### src/rtl/video_out_fmt_if.sv
// Video formatter port bundle: core-side pixel/sync/DE and mode controls, connector-side results.
// Latency: none (wires only).
// Backpressure: none; the video stream is free-running with no flow control.
// Ports (slave view): in_r/g/b, in_hsync, in_vsync, in_de, mode_wr, mode_wdata in;
//   out_r/g/b, out_hsync, out_vsync, out_de, mode_active, mode_pending, frame_cnt out.
interface video_out_fmt_if #(
  parameter int IN_BPC  = 4,
  parameter int OUT_BPC = 4
);
  logic [IN_BPC-1:0]  in_r;
  logic [IN_BPC-1:0]  in_g;
  logic [IN_BPC-1:0]  in_b;
  logic               in_hsync;
  logic               in_vsync;
  logic               in_de;
  logic               mode_wr;
  logic [1:0]         mode_wdata;
  logic [OUT_BPC-1:0] out_r;
  logic [OUT_BPC-1:0] out_g;
  logic [OUT_BPC-1:0] out_b;
  logic               out_hsync;
  logic               out_vsync;
  logic               out_de;
  logic [1:0]         mode_active;
  logic               mode_pending;
  logic [7:0]         frame_cnt;

  modport master (
    output in_r, in_g, in_b, in_hsync, in_vsync, in_de, mode_wr, mode_wdata,
    input  out_r, out_g, out_b, out_hsync, out_vsync, out_de,
    input  mode_active, mode_pending, frame_cnt
  );

  modport slave (
    input  in_r, in_g, in_b, in_hsync, in_vsync, in_de, mode_wr, mode_wdata,
    output out_r, out_g, out_b, out_hsync, out_vsync, out_de,
    output mode_active, mode_pending, frame_cnt
  );
endinterface

### src/rtl/video_out_fmt.sv
// Video output formatter: colour depth conversion, sync polarity normalisation, test patterns.
// Latency: exactly PIPE_STAGES clk25 cycles on colour, sync and DE, all aligned.
// Backpressure: none; one pixel accepted and produced every cycle.
// Ports: clk25, reset_n (synchronous, active-low); vif (video_out_fmt_if.slave) carries
//   core pixels/sync/DE, mode write strobe/data, and connector outputs plus mode/frame status.
// Optional: define VIDEO_OUT_FMT_DITHER_EN for 2x2 ordered dither when narrowing colour depth.
module video_out_fmt #(
  parameter int IN_BPC       = 4,
  parameter int OUT_BPC      = 4,
  parameter int PIPE_STAGES  = 2,
  parameter int IN_SYNC_POL  = 0,
  parameter int OUT_SYNC_POL = 0,
  parameter int X_W          = 10,
  parameter int Y_W          = 10,
  parameter int BAR_SHIFT    = 6
) (
  input logic             clk25,
  input logic             reset_n,
  video_out_fmt_if.slave  vif
);

  localparam logic IN_POL  = (IN_SYNC_POL != 0);
  localparam logic OUT_POL = (OUT_SYNC_POL != 0);
  localparam logic [OUT_BPC-1:0] FULL = '1;

  // Internal syncs are active-high regardless of connector polarity.
  logic hs, vs;
  assign hs = vif.in_hsync ^ ~IN_POL;
  assign vs = vif.in_vsync ^ ~IN_POL;

  logic [X_W-1:0] x_cnt;
  logic [Y_W-1:0] y_cnt;
  logic           vs_q, de_q;
  logic [1:0]     mode_act, mode_pend_val;
  logic           mode_pend;
  logic [7:0]     frame_q;
  logic           vs_rise, de_fall;

  assign vs_rise = vs & ~vs_q;
  assign de_fall = de_q & ~vif.in_de;

  // MSB-aligned replication; when narrowing, the same index map reduces to keeping the MSBs.
  function automatic logic [OUT_BPC-1:0] conv(input logic [IN_BPC-1:0] v);
    logic [OUT_BPC-1:0] o;
    o = '0;
    for (int i = 0; i < OUT_BPC; i++) o[OUT_BPC-1-i] = v[IN_BPC-1-(i % IN_BPC)];
    return conv_ret(o);
  endfunction

  function automatic logic [OUT_BPC-1:0] conv_ret(input logic [OUT_BPC-1:0] o);
    return o;
  endfunction

`ifdef VIDEO_OUT_FMT_DITHER_EN
  localparam int DSH = IN_BPC - OUT_BPC;
  // Threshold sits DSH-2 bits below the kept LSB; for small DSH it is shifted right instead.
  localparam int SHL = (DSH >= 2) ? DSH - 2 : 0;
  localparam int SHR = (DSH >= 2) ? 0 : ((DSH > 0) ? 2 - DSH : 2);

  function automatic logic [IN_BPC-1:0] dither(input logic [IN_BPC-1:0] v, input logic [1:0] sel);
    logic [1:0]        t;
    logic [IN_BPC+1:0] off, sum;
    case (sel)
      2'd0:    t = 2'd0;
      2'd1:    t = 2'd2;
      2'd2:    t = 2'd3;
      default: t = 2'd1;
    endcase
    off = ((IN_BPC+2)'(t) << SHL) >> SHR;
    sum = {2'b00, v} + off;
    if (sum > {2'b00, {IN_BPC{1'b1}}}) return '1;
    return sum[IN_BPC-1:0];
  endfunction
`endif

  // Stage-0 counters and frame-boundary mode update.
  always_ff @(posedge clk25) begin
    if (!reset_n) begin
      x_cnt         <= '0;
      y_cnt         <= '0;
      vs_q          <= 1'b0;
      de_q          <= 1'b0;
      mode_act      <= 2'd0;
      mode_pend_val <= 2'd0;
      mode_pend     <= 1'b0;
      frame_q       <= 8'd0;
    end else begin
      vs_q  <= vs;
      de_q  <= vif.in_de;
      x_cnt <= vif.in_de ? x_cnt + X_W'(1) : '0;
      if (vs_rise)      y_cnt <= '0;
      else if (de_fall) y_cnt <= y_cnt + Y_W'(1);

      if (vs_rise) begin
        frame_q <= frame_q + 8'd1;
        // A write landing on the boundary itself takes effect straight away.
        if (vif.mode_wr) begin
          mode_act  <= vif.mode_wdata;
          mode_pend <= 1'b0;
        end else if (mode_pend) begin
          mode_act  <= mode_pend_val;
          mode_pend <= 1'b0;
        end
      end else if (vif.mode_wr) begin
        mode_pend_val <= vif.mode_wdata;
        mode_pend     <= 1'b1;
      end
    end
  end

  logic [IN_BPC-1:0]  src_r, src_g, src_b;
  logic [OUT_BPC-1:0] pix_r, pix_g, pix_b;
  logic [2:0]         bar;
  logic               chk;

  assign bar = x_cnt[BAR_SHIFT+2:BAR_SHIFT];
  assign chk = x_cnt[4] ^ y_cnt[4];

  always_comb begin
    src_r = vif.in_r;
    src_g = vif.in_g;
    src_b = vif.in_b;
`ifdef VIDEO_OUT_FMT_DITHER_EN
    if (DSH > 0) begin
      src_r = dither(vif.in_r, {y_cnt[0], x_cnt[0]});
      src_g = dither(vif.in_g, {y_cnt[0], x_cnt[0]});
      src_b = dither(vif.in_b, {y_cnt[0], x_cnt[0]});
    end
`endif
    pix_r = '0;
    pix_g = '0;
    pix_b = '0;
    case (mode_act)
      2'd0: begin
        pix_r = conv(src_r);
        pix_g = conv(src_g);
        pix_b = conv(src_b);
      end
      2'd1: begin
        pix_r = bar[1] ? '0 : FULL;
        pix_g = bar[2] ? '0 : FULL;
        pix_b = bar[0] ? '0 : FULL;
      end
      2'd2: begin
        pix_r = chk ? FULL : '0;
        pix_g = chk ? FULL : '0;
        pix_b = chk ? FULL : '0;
      end
      default: ;
    endcase
    // Blank here: DE travels alongside, so this equals blanking on the delayed DE.
    if (!vif.in_de) begin
      pix_r = '0;
      pix_g = '0;
      pix_b = '0;
    end
  end

  logic [OUT_BPC-1:0] r_p [PIPE_STAGES];
  logic [OUT_BPC-1:0] g_p [PIPE_STAGES];
  logic [OUT_BPC-1:0] b_p [PIPE_STAGES];
  logic               hs_p [PIPE_STAGES];
  logic               vs_p [PIPE_STAGES];
  logic               de_p [PIPE_STAGES];

  always_ff @(posedge clk25) begin
    if (!reset_n) begin
      for (int i = 0; i < PIPE_STAGES; i++) begin
        r_p[i]  <= '0;
        g_p[i]  <= '0;
        b_p[i]  <= '0;
        hs_p[i] <= 1'b0;
        vs_p[i] <= 1'b0;
        de_p[i] <= 1'b0;
      end
    end else begin
      r_p[0]  <= pix_r;
      g_p[0]  <= pix_g;
      b_p[0]  <= pix_b;
      hs_p[0] <= hs;
      vs_p[0] <= vs;
      de_p[0] <= vif.in_de;
      for (int i = 1; i < PIPE_STAGES; i++) begin
        r_p[i]  <= r_p[i-1];
        g_p[i]  <= g_p[i-1];
        b_p[i]  <= b_p[i-1];
        hs_p[i] <= hs_p[i-1];
        vs_p[i] <= vs_p[i-1];
        de_p[i] <= de_p[i-1];
      end
    end
  end

  assign vif.out_r        = r_p[PIPE_STAGES-1];
  assign vif.out_g        = g_p[PIPE_STAGES-1];
  assign vif.out_b        = b_p[PIPE_STAGES-1];
  assign vif.out_hsync    = hs_p[PIPE_STAGES-1] ^ ~OUT_POL;
  assign vif.out_vsync    = vs_p[PIPE_STAGES-1] ^ ~OUT_POL;
  assign vif.out_de       = de_p[PIPE_STAGES-1];
  assign vif.mode_active  = mode_act;
  assign vif.mode_pending = mode_pend;
  assign vif.frame_cnt    = frame_q;

endmodule
### src/flat_wrapper.sv
// flat-port wrapper written by rule: the top's interface ports become plain ports
module video_out_fmt_flat 
#(
  parameter int IN_BPC       = 4,
  parameter int OUT_BPC      = 4,
  parameter int PIPE_STAGES  = 2,
  parameter int IN_SYNC_POL  = 0,
  parameter int OUT_SYNC_POL = 0,
  parameter int X_W          = 10,
  parameter int Y_W          = 10,
  parameter int BAR_SHIFT    = 6
)
  (clk25, reset_n, vif_in_r, vif_in_g, vif_in_b, vif_in_hsync, vif_in_vsync, vif_in_de, vif_mode_wr, vif_mode_wdata, vif_out_r, vif_out_g, vif_out_b, vif_out_hsync, vif_out_vsync, vif_out_de, vif_mode_active, vif_mode_pending, vif_frame_cnt);
  video_out_fmt_if #(.IN_BPC(IN_BPC), .OUT_BPC(OUT_BPC)) vif_i ();
  input logic clk25;
  input logic reset_n;
  input wire logic [$bits(vif_i.in_r)-1:0] vif_in_r;
  input wire logic [$bits(vif_i.in_g)-1:0] vif_in_g;
  input wire logic [$bits(vif_i.in_b)-1:0] vif_in_b;
  input wire logic [$bits(vif_i.in_hsync)-1:0] vif_in_hsync;
  input wire logic [$bits(vif_i.in_vsync)-1:0] vif_in_vsync;
  input wire logic [$bits(vif_i.in_de)-1:0] vif_in_de;
  input wire logic [$bits(vif_i.mode_wr)-1:0] vif_mode_wr;
  input wire logic [$bits(vif_i.mode_wdata)-1:0] vif_mode_wdata;
  output wire logic [$bits(vif_i.out_r)-1:0] vif_out_r;
  output wire logic [$bits(vif_i.out_g)-1:0] vif_out_g;
  output wire logic [$bits(vif_i.out_b)-1:0] vif_out_b;
  output wire logic [$bits(vif_i.out_hsync)-1:0] vif_out_hsync;
  output wire logic [$bits(vif_i.out_vsync)-1:0] vif_out_vsync;
  output wire logic [$bits(vif_i.out_de)-1:0] vif_out_de;
  output wire logic [$bits(vif_i.mode_active)-1:0] vif_mode_active;
  output wire logic [$bits(vif_i.mode_pending)-1:0] vif_mode_pending;
  output wire logic [$bits(vif_i.frame_cnt)-1:0] vif_frame_cnt;
  assign vif_i.in_r = vif_in_r;
  assign vif_i.in_g = vif_in_g;
  assign vif_i.in_b = vif_in_b;
  assign vif_i.in_hsync = vif_in_hsync;
  assign vif_i.in_vsync = vif_in_vsync;
  assign vif_i.in_de = vif_in_de;
  assign vif_i.mode_wr = vif_mode_wr;
  assign vif_i.mode_wdata = vif_mode_wdata;
  assign vif_out_r = vif_i.out_r;
  assign vif_out_g = vif_i.out_g;
  assign vif_out_b = vif_i.out_b;
  assign vif_out_hsync = vif_i.out_hsync;
  assign vif_out_vsync = vif_i.out_vsync;
  assign vif_out_de = vif_i.out_de;
  assign vif_mode_active = vif_i.mode_active;
  assign vif_mode_pending = vif_i.mode_pending;
  assign vif_frame_cnt = vif_i.frame_cnt;
  video_out_fmt #(.IN_BPC(IN_BPC), .OUT_BPC(OUT_BPC), .PIPE_STAGES(PIPE_STAGES), .IN_SYNC_POL(IN_SYNC_POL), .OUT_SYNC_POL(OUT_SYNC_POL), .X_W(X_W), .Y_W(Y_W), .BAR_SHIFT(BAR_SHIFT)) u_core (.clk25(clk25), .reset_n(reset_n), .vif(vif_i));
endmodule
### config.mk
export PLATFORM = sky130hd
export DESIGN_NAME = video_out_fmt_flat
export DESIGN_NICKNAME = d
export VERILOG_FILES = /design/src/rtl/video_out_fmt_if.sv /design/src/rtl/video_out_fmt.sv /design/src/flat_wrapper.sv
export SDC_FILE = /design/constraint.sdc
export NUM_CORES = 1
export LEC_CHECK = 0
export ABC_CLOCK_PERIOD_IN_PS = 1600
export BUFFER_PORTS_ARGS = -buffer_cell sky130_fd_sc_hd__buf_2
export CORE_MARGIN = 2
export CORE_UTILIZATION = 25
export CTS_BUF_LIST = sky130_fd_sc_hd__clkbuf_16
export CTS_CLUSTER_SIZE = 30
export DETAILED_ROUTE_END_ITERATION = 16
export MAX_ROUTING_LAYER = met4
export PLACE_DENSITY_LB_ADDON = 0.25
export SYNTH_ARGS = -nofsm -noshare
export SYNTH_HDL_FRONTEND = slang
export SYNTH_SLANG_ARGS = --single-unit
### constraint.sdc
create_clock -name clk25 -period 1.6 [get_ports clk25]
set_input_delay 0.08 -clock clk25 [delete_from_list [all_inputs] [get_ports clk25]]
set_output_delay 0.08 -clock clk25 [all_outputs]
set_load 0.05 [all_outputs]
==> metrics.txt <==
dpl cells=356; routability cong.=0.7398; cell family with most CP delay=simple AND/OR/NAND/NOR gates; Clk pwr share=0.525; Pint=0.002919 W; largest net degree at the start of global routing=13; Initial Util=0.2562; fin crit share=0.9060; Peak VDD IR=0.3761 mV; Cells after Synth=221; DRC Markers=0; Die Width=95.53 µm; Setup WS pre-CTS=0.1582 ns; first-pass GRT wire length=6658 µm; Post-Syn Nets=244; sequential cell area fraction in the yosys report=0.5448; final hold violation count=0; CTS tree=yes; RSZ-0062 raised after global routing=no; post-CTS sizing=0; Cell Pwr Density=1357 mW/mm²; Layout Nets=294; clk slew on worst S/H paths=0.05 ns; Crit. End Element=flop; Core ar.=0.008175 mm²; HP Class=in -> reg; hold path depth=3; Flop pwr share=0.400; DIE AREA=0.009126 mm²; Relative slew margins=0.5027; CTS buffer count=9; setup skew after layout=0.003607 ns; Max Transition Viols Final=0; Port Buf Inserts=45; r2r setup slk=0.15 ns; Detail Route Antenna Nets=0; Mapped Area=0.002095 mm²; Critical Path Source Type=flop; Clock H-tree levels=3; vias=1611; WL per Instance=10.85 µm; Final setup viols=0; initial drt markers=64; later-pin clock latency in the skew report=0.32 ns; gr usage total=0.1029; min Tclk post-route=1.450 ns; #FFs+latches synth=57; Final HPWL DP=2863 µm; Filler cells=866; most common library cell in the layout ignoring fill and taps=dfxtp_1; Min-Delay Endpoint=u_core.mode_pend_val[1]; CTS Sinks=57; vias in the first global route=1489; critical path class=reg -> reg; slowest CP cell=or3b_4; Reg2Reg Depth=4; worst slew pin tran=0.7432 ns; worst reg2reg endpoint=u_core.vif.frame_cnt[6]; Total Negative Setup Slacks=0 ns; total grt overflow=0; Die Height=95.53 µm; Leak=1.205 nW; CP max stage delay=0.39 ns; top cells by area, synth=dfxtp_1 (54%), a21oi_1 (6.0%), and2_1 (4.5%), buf_4 (4.3%), nand2_1 (3.6%); Max clock buf depth=2; initial antenna violation count=0; final wirelength=4132 µm; R2R Path Start=u_core.vif.frame_cnt[0]; CP required=1.85 ns; Layout Cells excl Fill=381; combinational share of power=0.075; Switching Power=0.0008320 W; antenna fix cells=0; Syn-to-layout area delta=31.96%; average via count per standard cell=4.228; count of yosys warnings during synthesis=0; Synth top area share=0.5448; status=completed; Hold Crit Start=vif_mode_wdata[1]; Root Buffer=clkbuf_16; fraction of layout cells with a size suffix above 1=0.2355; CP bufs+invs=0; worst path cell trace=ha_1, or3b_4, or3_1, a21oi_1; critical path peak fanout=5; Ports=46; Peak Freq=689.9 MHz; Net Sw Frac=0.2218; drt pass-1 iters=4; Avg Cell Area, Syn=9.477 µm²; min setup slack post-route=0.1505 ns; max-cap viol count=0; Cell variety after synth=28; row cnt=33; most frequent cells in the layout=dfxtp_1 (55), buf_2 (45), a21oi_1 (25); area leader, netlist=dfxtp_1; Critical Path AT=1.70 ns
## worst min-delay path: cells and delay by family
| family | cells | cell delay, ns |
|---|---|---|
| buffers and inverters | 1 | 0.09 |
| multiplexers | 1 | 0.06 |
| AND/OR/NAND/NOR | 1 | 0.08 |
## logic make-up (layout without fill, tap and decap cells)
family,count (synthesis),count (layout),synth area share
and+or+nand+nor,81,81,0.2019
AOI/OAI and AO/OA,45,45,0.1201
adders and majority gates,3,3,0.01792
buffers and inverters,23,78,0.06273
muxes,4,4,0.01912
DFF,57,57,0.5448
xor gates and xnor gates,8,8,0.03345
## power groups by stage
| stage | Clock [W] | Sequential, W | Combinational [W] |
|---|---|---|---|
| 2_1_floorplan | 0 | 0.00156 | 0.000166 |
| 3_3_place_gp | 0 | 0.00153 | 0.000269 |
| 3_5_place_dp | 0 | 0.00153 | 0.000269 |
| 4_1_cts | 0.00203 | 0.00150 | 0.000287 |
| 5_1_grt | 0.00208 | 0.00151 | 0.000315 |
| 6_report | 0.00197 | 0.00150 | 0.000283 |
## worst max path at each step
stage / cells after the start / slack [ns] / start / to
after floorplan: 4 / 0.005 / u_core.vif.frame_cnt[1] / u_core.vif.frame_cnt[4]
after global routing: 4 / 0.07 / u_core.vif.frame_cnt[0] / u_core.vif.frame_cnt[6]
after CTS: 4 / 0.15 / u_core.vif.frame_cnt[0] / u_core.vif.frame_cnt[6]
final: 4 / 0.15 / u_core.vif.frame_cnt[0] / u_core.vif.frame_cnt[6]
after global placement: 4 / 0.18 / u_core.vif.frame_cnt[0] / u_core.vif.frame_cnt[4]
after detailed placement: 4 / 0.16 / u_core.vif.frame_cnt[0] / u_core.vif.frame_cnt[6]
## synthesized netlist by cell type
master     number
nand3b_1        3
ha_1            3
nor2b_1         2
o211a_1         2
or4_1           1
a2bb2oi_1       3
clkbuf_1        5
dfxtp_1        57
nand2b_1        2
nand4bb_1       1
nand2_1        20
nor3_1          1
xnor2_1         4
and3_1          1
and2_1         15
xor2_1          4
nand3_1         6
or3b_4          1
a21o_1          1
nand4_1         2
inv_1           6
o21ai_0        13
a21oi_1        25
or3_1          10
buf_4          12
nor2_1         16
o31ai_1         1
mux2i_1         4
## metrics by stage
| stage | hold slack, ns | area [µm²] | total power (W) | utilization |
|---|---|---|---|---|
| after CTS | 0.001430 | 2764 | 0.003814 | 0.3381 |
| after detailed placement | 0.2335 | 2362 | 0.001799 | 0.2890 |
| after floorplan | 0.1467 | 2100 | 0.001729 | - |
| final | 0.01064 | 2764 | 0.003751 | 0.3381 |
| after global placement | 0.2443 | 2362 | 0.001797 | 0.2890 |
| after global routing | 0.01718 | 2764 | 0.003896 | 0.3381 |
## sequential cells by signal, indices dropped and copies added, names as in the netlist, 2 cells and up
signal and flops:
u_core.g_p 8, u_core.de_p 2, u_core.mode_pend_val 2, u_core.vif.mode_active 2
u_core.r_p 8, u_core.b_p 8, u_core.x_cnt 9, u_core.y_cnt 5
u_core.vs_p 2, u_core.vif.frame_cnt 8, u_core.hs_p 2
## layer usage
layer / GRT usage / part of all wire / vias to the layer above
met5: - / 0 / -
li1: - / - / 839
met3: 0.03320 / 0.050 / 13
met1: 0.1156 / 0.47 / 722
met4: 0.09048 / 0.039 / 0
met2: 0.1451 / 0.44 / 37
## area by class of cell
| cell class | instances | area (µm²) | area share |
|---|---|---|---|
| clock buffers | 9 | 225.2 | 0.08148 |
| clock inverters | 7 | 86.33 | 0.03124 |
| inverters | 6 | 22.52 | 0.008148 |
| multi-input cells | 141 | 822.0 | 0.2974 |
| flip-flops and latches | 57 | 1146 | 0.4147 |
| well taps | 105 | 131.4 | 0.04753 |
| repair buffers | 56 | 330.3 | 0.1195 |
## repair_timing
action,CTS,global route
buffers inserted,0,0
endpoints found under the hold margin,9,0
hold buffers,9,0
Note: power is estimated with default switching activity, not from simulation.
